<file path="src/rtl/hazard_pkg.sv">
// Shared encodings for the hazard/forwarding controller: op classes, forward selects, FSM states.
package hazard_pkg;

  typedef enum logic [1:0] {
    OP_NONE   = 2'b00,
    OP_ALU    = 2'b01,
    OP_LOAD   = 2'b10,
    OP_BRANCH = 2'b11
  } optype_e;

  typedef enum logic [1:0] {
    FWD_RF  = 2'b00,
    FWD_EXE = 2'b01,
    FWD_MEM = 2'b10,
    FWD_LD  = 2'b11
  } fwd_e;

  typedef enum logic [1:0] {
    ST_RUN      = 2'b00,
    ST_LU_STALL = 2'b01,
    ST_MEM_WAIT = 2'b10,
    ST_ERR      = 2'b11
  } state_e;

  function automatic int unsigned max_u(input int unsigned a, input int unsigned b);
    return (a > b) ? a : b;
  endfunction

endpackage

</file>
<file path="src/rtl/fwd_select.sv">
// Per-operand forwarding select: EXE ALU beats MEM ALU beats MEM load; x0 never matches.
module fwd_select
  import hazard_pkg::*;
#(
  parameter int REG_AW = 5
) (
  input  logic [REG_AW-1:0] i_rs,
  input  logic              i_use,
  input  logic [REG_AW-1:0] i_rd_exe,
  input  logic [1:0]        i_op_exe,
  input  logic [REG_AW-1:0] i_rd_mem,
  input  logic [1:0]        i_op_mem,
  output logic [1:0]        o_sel,
  output logic              o_exe_load_hit
);

  logic w_src_live;
  logic w_hit_exe;
  logic w_hit_mem;

  assign w_src_live = i_use && (i_rs != {REG_AW{1'b0}});
  assign w_hit_exe  = w_src_live && (i_rs == i_rd_exe);
  assign w_hit_mem  = w_src_live && (i_rs == i_rd_mem);

  // Priority select of the youngest producer; an EXE load cannot forward, it stalls instead.
  always_comb begin
    o_sel          = FWD_RF;
    o_exe_load_hit = w_hit_exe && (i_op_exe == OP_LOAD);
    if (w_hit_exe && (i_op_exe == OP_ALU)) begin
      o_sel = FWD_EXE;
    end else if (w_hit_mem && (i_op_mem == OP_ALU)) begin
      o_sel = FWD_MEM;
    end else if (w_hit_mem && (i_op_mem == OP_LOAD)) begin
      o_sel = FWD_LD;
    end else begin
      o_sel = FWD_RF;
    end
  end

endmodule

</file>
<file path="src/rtl/hazard_ctrl_unit.sv">
// Hazard/forwarding controller for the 5-stage core: load-use stall, memory wait with timeout,
// branch flush, forwarding. Define HAZ_PERF_CNT_EN to add saturating stall/flush counters.
module hazard_ctrl_unit
  import hazard_pkg::*;
#(
  parameter int REG_AW       = 5,
  parameter int LU_STALL_CYC = 1,
  parameter int MEM_TIMEOUT  = 15,
  parameter int CNT_W        = 32
) (
  input  logic              clk,
  input  logic              rst,
  input  logic [REG_AW-1:0] rs1_ID,
  input  logic [REG_AW-1:0] rs2_ID,
  input  logic              rs1use_ID,
  input  logic              rs2use_ID,
  input  logic [1:0]        hazard_optype_ID,
  input  logic [1:0]        hazard_optype_EXE,
  input  logic [1:0]        hazard_optype_MEM,
  input  logic [REG_AW-1:0] rd_EXE,
  input  logic [REG_AW-1:0] rd_MEM,
  input  logic [REG_AW-1:0] rs2_EXE,
  input  logic              store_EXE,
  input  logic              branch_taken_EXE,
  input  logic              mem_ready,
  output logic              PC_EN_IF,
  output logic              reg_FD_EN,
  output logic              reg_DE_EN,
  output logic              reg_EM_EN,
  output logic              reg_MW_EN,
  output logic              reg_FD_flush,
  output logic              reg_DE_flush,
  output logic              reg_EM_flush,
  output logic [1:0]        forward_ctrl_A,
  output logic [1:0]        forward_ctrl_B,
  output logic              forward_ctrl_ls,
  output logic              mem_err
`ifdef HAZ_PERF_CNT_EN
  ,
  output logic [CNT_W-1:0]  stall_cnt,
  output logic [CNT_W-1:0]  flush_cnt
`endif
);

  localparam int unsigned WAIT_MAX = max_u(MEM_TIMEOUT, LU_STALL_CYC);
  localparam int          CW       = $clog2(WAIT_MAX + 1);
  localparam logic [CW-1:0] CNT_ZERO  = {CW{1'b0}};
  localparam logic [CW-1:0] CNT_ONE   = CW'(1);
  localparam logic [CW-1:0] LU_RELOAD = CW'(LU_STALL_CYC - 1);
  localparam logic [CW-1:0] TO_LAST   = CW'(MEM_TIMEOUT - 1);

  state_e         r_state;
  state_e         w_nxt_state;
  logic [CW-1:0]  r_wait_cnt;
  logic [CW-1:0]  w_nxt_cnt;
  logic [CW-1:0]  w_wait_base;
  logic           r_mem_err;
  logic           w_set_err;
  logic           w_br_flush;
  logic [1:0]     w_fwd_a;
  logic [1:0]     w_fwd_b;
  logic           w_lu_a;
  logic           w_lu_b;
  logic           w_ls;
  logic           w_unused_optype_id;

  // The ID op class belongs to the pipeline interface but no rule here depends on it.
  assign w_unused_optype_id = ^hazard_optype_ID;

  fwd_select #(.REG_AW(REG_AW)) u_fwd_a (
    .i_rs           (rs1_ID),
    .i_use          (rs1use_ID),
    .i_rd_exe       (rd_EXE),
    .i_op_exe       (hazard_optype_EXE),
    .i_rd_mem       (rd_MEM),
    .i_op_mem       (hazard_optype_MEM),
    .o_sel          (w_fwd_a),
    .o_exe_load_hit (w_lu_a)
  );

  fwd_select #(.REG_AW(REG_AW)) u_fwd_b (
    .i_rs           (rs2_ID),
    .i_use          (rs2use_ID),
    .i_rd_exe       (rd_EXE),
    .i_op_exe       (hazard_optype_EXE),
    .i_rd_mem       (rd_MEM),
    .i_op_mem       (hazard_optype_MEM),
    .o_sel          (w_fwd_b),
    .o_exe_load_hit (w_lu_b)
  );

  assign w_ls = store_EXE && (rs2_EXE != {REG_AW{1'b0}}) && (rs2_EXE == rd_MEM)
                && (hazard_optype_MEM == OP_LOAD);

  // Wait count only carries over while already waiting; LU_STALL uses the counter for bubbles.
  assign w_wait_base = (r_state == ST_MEM_WAIT) ? r_wait_cnt : CNT_ZERO;

  // Control outputs and next state, in strict priority order.
  always_comb begin
    {PC_EN_IF, reg_FD_EN, reg_DE_EN, reg_EM_EN, reg_MW_EN} = 5'b11111;
    {reg_FD_flush, reg_DE_flush, reg_EM_flush}               = 3'b000;
    forward_ctrl_A  = w_fwd_a;
    forward_ctrl_B  = w_fwd_b;
    forward_ctrl_ls = w_ls;
    w_nxt_state     = r_state;
    w_nxt_cnt       = r_wait_cnt;
    w_set_err       = 1'b0;
    w_br_flush      = 1'b0;
    if (rst || (r_state == ST_ERR)) begin
      {PC_EN_IF, reg_FD_EN, reg_DE_EN, reg_EM_EN, reg_MW_EN, reg_FD_flush, reg_DE_flush,
       reg_EM_flush, forward_ctrl_A, forward_ctrl_B, forward_ctrl_ls} = 13'b0;
    end else if (!mem_ready) begin
      {PC_EN_IF, reg_FD_EN, reg_DE_EN, reg_EM_EN, reg_MW_EN, reg_FD_flush, reg_DE_flush,
       reg_EM_flush, forward_ctrl_A, forward_ctrl_B, forward_ctrl_ls} = 13'b0;
      if (w_wait_base == TO_LAST) begin
        w_nxt_state = ST_ERR;
        w_set_err   = 1'b1;
      end else begin
        w_nxt_state = ST_MEM_WAIT;
        w_nxt_cnt   = w_wait_base + CNT_ONE;
      end
    end else if (branch_taken_EXE) begin
      reg_FD_flush = 1'b1;
      reg_DE_flush = 1'b1;
      w_br_flush   = 1'b1;
      w_nxt_state  = ST_RUN;
      w_nxt_cnt    = CNT_ZERO;
    end else if (r_state == ST_LU_STALL) begin
      PC_EN_IF     = 1'b0;
      reg_FD_EN    = 1'b0;
      reg_DE_flush = 1'b1;
      reg_EM_flush = (hazard_optype_EXE != OP_LOAD);
      if (r_wait_cnt <= CNT_ONE) begin
        w_nxt_state = ST_RUN;
        w_nxt_cnt   = CNT_ZERO;
      end else begin
        w_nxt_state = ST_LU_STALL;
        w_nxt_cnt   = r_wait_cnt - CNT_ONE;
      end
    end else if (w_lu_a || w_lu_b) begin
      PC_EN_IF     = 1'b0;
      reg_FD_EN    = 1'b0;
      reg_DE_flush = 1'b1;
      if (LU_STALL_CYC > 1) begin
        w_nxt_state = ST_LU_STALL;
        w_nxt_cnt   = LU_RELOAD;
      end else begin
        w_nxt_state = ST_RUN;
        w_nxt_cnt   = CNT_ZERO;
      end
    end else begin
      w_nxt_state = ST_RUN;
      w_nxt_cnt   = CNT_ZERO;
    end
  end

  // State, wait counter and sticky timeout flag.
  always_ff @(posedge clk or posedge rst) begin
    if (rst) begin
      r_state    <= ST_RUN;
      r_wait_cnt <= CNT_ZERO;
      r_mem_err  <= 1'b0;
    end else begin
      r_state    <= w_nxt_state;
      r_wait_cnt <= w_nxt_cnt;
      r_mem_err  <= r_mem_err | w_set_err;
    end
  end

  assign mem_err = r_mem_err;

`ifdef HAZ_PERF_CNT_EN
  localparam logic [CNT_W-1:0] PC_ONE = CNT_W'(1);
  localparam logic [CNT_W-1:0] PC_MAX = {CNT_W{1'b1}};

  logic [CNT_W-1:0] r_stall_cnt;
  logic [CNT_W-1:0] r_flush_cnt;

  // Saturating counts of fetch-stalled cycles and taken-branch flush cycles.
  always_ff @(posedge clk or posedge rst) begin
    if (rst) begin
      r_stall_cnt <= {CNT_W{1'b0}};
      r_flush_cnt <= {CNT_W{1'b0}};
    end else begin
      if (!PC_EN_IF && (r_stall_cnt != PC_MAX)) begin
        r_stall_cnt <= r_stall_cnt + PC_ONE;
      end else begin
        r_stall_cnt <= r_stall_cnt;
      end
      if (w_br_flush && (r_flush_cnt != PC_MAX)) begin
        r_flush_cnt <= r_flush_cnt + PC_ONE;
      end else begin
        r_flush_cnt <= r_flush_cnt;
      end
    end
  end

  assign stall_cnt = r_stall_cnt;
  assign flush_cnt = r_flush_cnt;
`else
  localparam int lp_unused_cnt_w = CNT_W;
  logic w_unused_br_flush;
  assign w_unused_br_flush = w_br_flush;
`endif

endmodule

</file>
<file path="config.mk">
export PLATFORM = sky130hd
export DESIGN_NAME = hazard_ctrl_unit
export DESIGN_NICKNAME = d
export VERILOG_FILES = /design/src/rtl/hazard_pkg.sv /design/src/rtl/fwd_select.sv /design/src/rtl/hazard_ctrl_unit.sv
export SDC_FILE = /design/constraint.sdc
export NUM_CORES = 1
export LEC_CHECK = 0
export CAP_MARGIN = 15
export CORE_UTILIZATION = 44
export CTS_CLUSTER_DIAMETER = 100
export DETAILED_ROUTE_END_ITERATION = 6
export GPL_TIMING_DRIVEN = 0
export PLACE_DENSITY = 0.94
export REMOVE_ABC_BUFFERS = 1
export SLEW_MARGIN = 10
export SYNTH_ARGS = -nofsm -noshare
export SYNTH_HDL_FRONTEND = slang
export SYNTH_HIERARCHICAL = 1
export SYNTH_SLANG_ARGS = --single-unit
</file>
<file path="constraint.sdc">
create_clock -name clk -period 6.47 [get_ports clk]
set_input_delay 1.294 -clock clk [delete_from_list [all_inputs] [get_ports clk]]
set_output_delay 1.294 -clock clk [all_outputs]
set_load 0.02 [all_outputs]
</file>
==> metrics.md <==
| Metric | Value |
|---|---|
| Outcome | `finished clean` |
| GR peak layer | `met2` |
| Register Area | `175 um2` |
| Net Sw Frac | `0.423` |
| Critical R2R Capture | `r_wait_cnt[2]` |
| Vias post-DR | `1232` |
| Hold-fix buffer count after cts | `0` |
| Final estimated routing congestion in global placement | `0.906` |
| Most frequent standard cell in the layout excluding fill and tap cells | `clkdlybuf4s50_1` |
| Routing usage on met3 | `0.0327` |
| Final-layout setup total negative slack | `0 ns` |
| Final period util | `0.794` |
| Sequential share of power | `0.277` |
| Post-synthesis cell area | `1080 um2` |
| Proportion of register bits with asynchronous set or reset after synthesis | `1.00` |
| Number of global-route vias before repair | `1273` |
| Clock tree root driver cell | `clkbuf_4` |
| Tightest Hold Check Type | `flop to flop` |
| Synthesized area per cell | `7.91 um2` |
| CTS clock-pin slew for the worst setup and hold paths | `0.06 ns` |
| Met2 GRT Util | `0.519` |
| Vias per cell | `5.81` |
| Die height | `51.5 um` |
| Wire length per cell | `15.5 um` |
| Int Pwr | `0.132 mW` |
| Met1 demand-to-capacity share in global routing | `0.254` |
| Static power due to leakage | `0.650 nW` |
| Port-buffer cells | `49` |
| Share of synthesized area occupied by flip-flops and latches | `0.163` |
| Total CTS buffers | `3` |
| Grt total ovfl | `0` |
| Setup slack on the worst flop-to-flop path | `4.51 ns` |
| Antenna Diode Count | `0` |
| Min-Delay Path Depth | `1` |
| Number of design-rule violations left by the first detailed-router iteration | `26` |
| Ratio of total power to cell area | `144 nW/um2` |
| Reg2reg start | `r_state[1]` |
| Maximum vdd drop | `0.0000899 V` |
| Post-CTS sizing | `0` |
| Initial Utilization | `0.477` |
| Std-Cell Core Area | `2250 um2` |
| Total wire length after detailed routing | `3280 um` |
| Top fanout value on the critical path | `12` |
| Area of the multi-input gates | `823 um2` |
| Clk network pwr share | `0.189` |
| Most frequent cells in the layout | `49 x clkdlybuf4s50_1, 18 x xor2_1, 12 x inv_1` |
| Critical Path Start Type | `input pin` |
| CP Data Required Time | `5.18 ns` |
| Placement Cell Area | `1570 um2` |
| Number of iterations in the first detailed-routing pass | `4` |
| Horizontal die dimension | `51.5 um` |
| Top-Level Pins | `52` |
| Detailed-placement wirelength estimate | `2640 um` |
| Number of clock sinks seen by CTS | `7` |
| Count of different cell masters after synthesis | `41` |
| Combinational group share of total power | `0.534` |
| Skew-Pair Late Insertion Delay | `0.27 ns` |
| Number of placement rows | `17` |
| Cell count after synthesis | `136` |
| Global-route wire length before repair | `5140 um` |
| Total of fill cells in the finished design | `185` |
| Arrival time reported for the critical path endpoint | `3.84 ns` |
| Full die area | `2650 um2` |
| # Post-CTS Setup Buffers | `0` |
| Worst max-slew margin expressed relative to the limit | `0.332` |
| Crit path time final | `5.13 ns` |
| Clock tree from TritonCTS | `built` |
| Max Clock Skew | `0.00679 ns` |
| Final ANT Viol Nets | `0` |
| Critical Setup Path Class | `input pin to output port` |
| Layout cell share with drive strength beyond 1 | `0.0815` |
| Area grow syn2layout | `48.3%` |
| Number of setup violations in the final report | `0` |
| Number of H-tree levels | `1` |
| Flip-flop and latch count after synthesis | `7` |
| Net count reported at finish | `227` |
| RSZ-0062 raised after global routing | `false` |
| Most common flop cell mapped by yosys | `dfrtp_1` |
| Transition time at the pin with the least slew margin | `1.00 ns` |
| Hold path startpoint | `mem_err` |
| Maximum clock path buffer count | `2` |
| Count of max-cap constraint violations | `0` |
| Crit path capture type | `output port` |
| Worst R2R Path Depth | `3` |
| Number of flops mapped to enable cells by yosys | `0` |
| All-Layer GR Usage | `0.262` |
| Yosys warnings | `6` |
| Maximum achievable frequency | `0.195 GHz` |
| Antenna violations before repair | `0` |
| Hold Fails Final Rpt | `0` |
| Residual DRC | `0` |
| Endpoint, Worst Hold | `mem_err` |
| Count of final max-slew check failures | `0` |
| Post-layout instance area | `1600 um2` |
| Largest net degree at the start of global routing | `14` |
| Switching component of the power | `0.0971 mW` |
## critical path: stages
cell,delay (ns)
clkdlybuf4s50_1,0.47
a21oi_1,0.80
nand2_1,0.27
inv_1,0.19
o2111a_1,0.20
clkdlybuf4s50_1,0.60
## metrics by stage
stage	setup WS [ns]	total power, mW	hold WS (ns)	utilization	std cells
finish	1.34	0.229	0.471	0.708	212
global route	1.13	0.241	0.511	0.708	212
CTS	1.37	0.229	0.475	0.708	212
detailed placement	1.38	0.185	0.462	0.696	208
global placement	1.48	0.176	0.453	0.696	208
floorplan	2.25	0.130	0.502	-	131
## Yosys cell counts (4+ instances only)
cell,count,share of area
nand3_1,5,0.023
xor2_1,18,0.15
nor2_1,8,0.028
inv_1,12,0.042
nor3_1,9,0.042
xnor2_1,8,0.065
dfrtp_1,7,0.16
nand2_1,9,0.031
and3_1,6,0.035
ha_1,4,0.047
## metal layers
metal  wire [um]  share of wire
met1        1240           0.38
met2        1710           0.52
met3         220          0.067
met4         102          0.031
met5           0              0
## flip-flops by register name, summed over array words and instances (netlist names)
name,cells
r_wait_cnt,4
mem_err,1
r_state,2
## layout make-up
type,count,area share
clock buffers,4,0.0165
well taps,28,0.0220
multi-input cells,112,0.516
inverters,12,0.0282
repair buffers,49,0.307
flip-flops and latches,7,0.110
## how the worst max path moves through the flow
stage | depth (start not counted) | endpoint | from
floorplan | 7 | PC_EN_IF | rs2_ID[0]
finish | 6 | forward_ctrl_ls | rst
CTS | 6 | forward_ctrl_ls | rst
global placement | 9 | reg_FD_EN | rs2_ID[0]
global route | 6 | forward_ctrl_ls | rst
detailed placement | 6 | forward_ctrl_ls | rst
## power groups by stage
stage / combinational (mW) / clock (mW) / sequential, mW
after global placement: 0.113 / 0 / 0.0627
after CTS: 0.122 / 0.0435 / 0.0635
after floorplan: 0.0694 / 0 / 0.0603
after global routing: 0.133 / 0.0434 / 0.0642
final: 0.123 / 0.0432 / 0.0636
after detailed placement: 0.121 / 0 / 0.0642
## kinds of logic (layout without fill, tap and decap cells)
| kind of cell | count (synthesis) | after routing | share of synthesized area |
|---|---|---|---|
| simple gates | 56 | 56 | 0.283 |
| compound gates | 26 | 26 | 0.224 |
| xor+xnor | 26 | 26 | 0.212 |
| buf+inv | 17 | 65 | 0.0721 |
| flops | 7 | 7 | 0.163 |
| fa+ha+maj | 4 | 4 | 0.0465 |
Power figures use the tool's default switching activity.
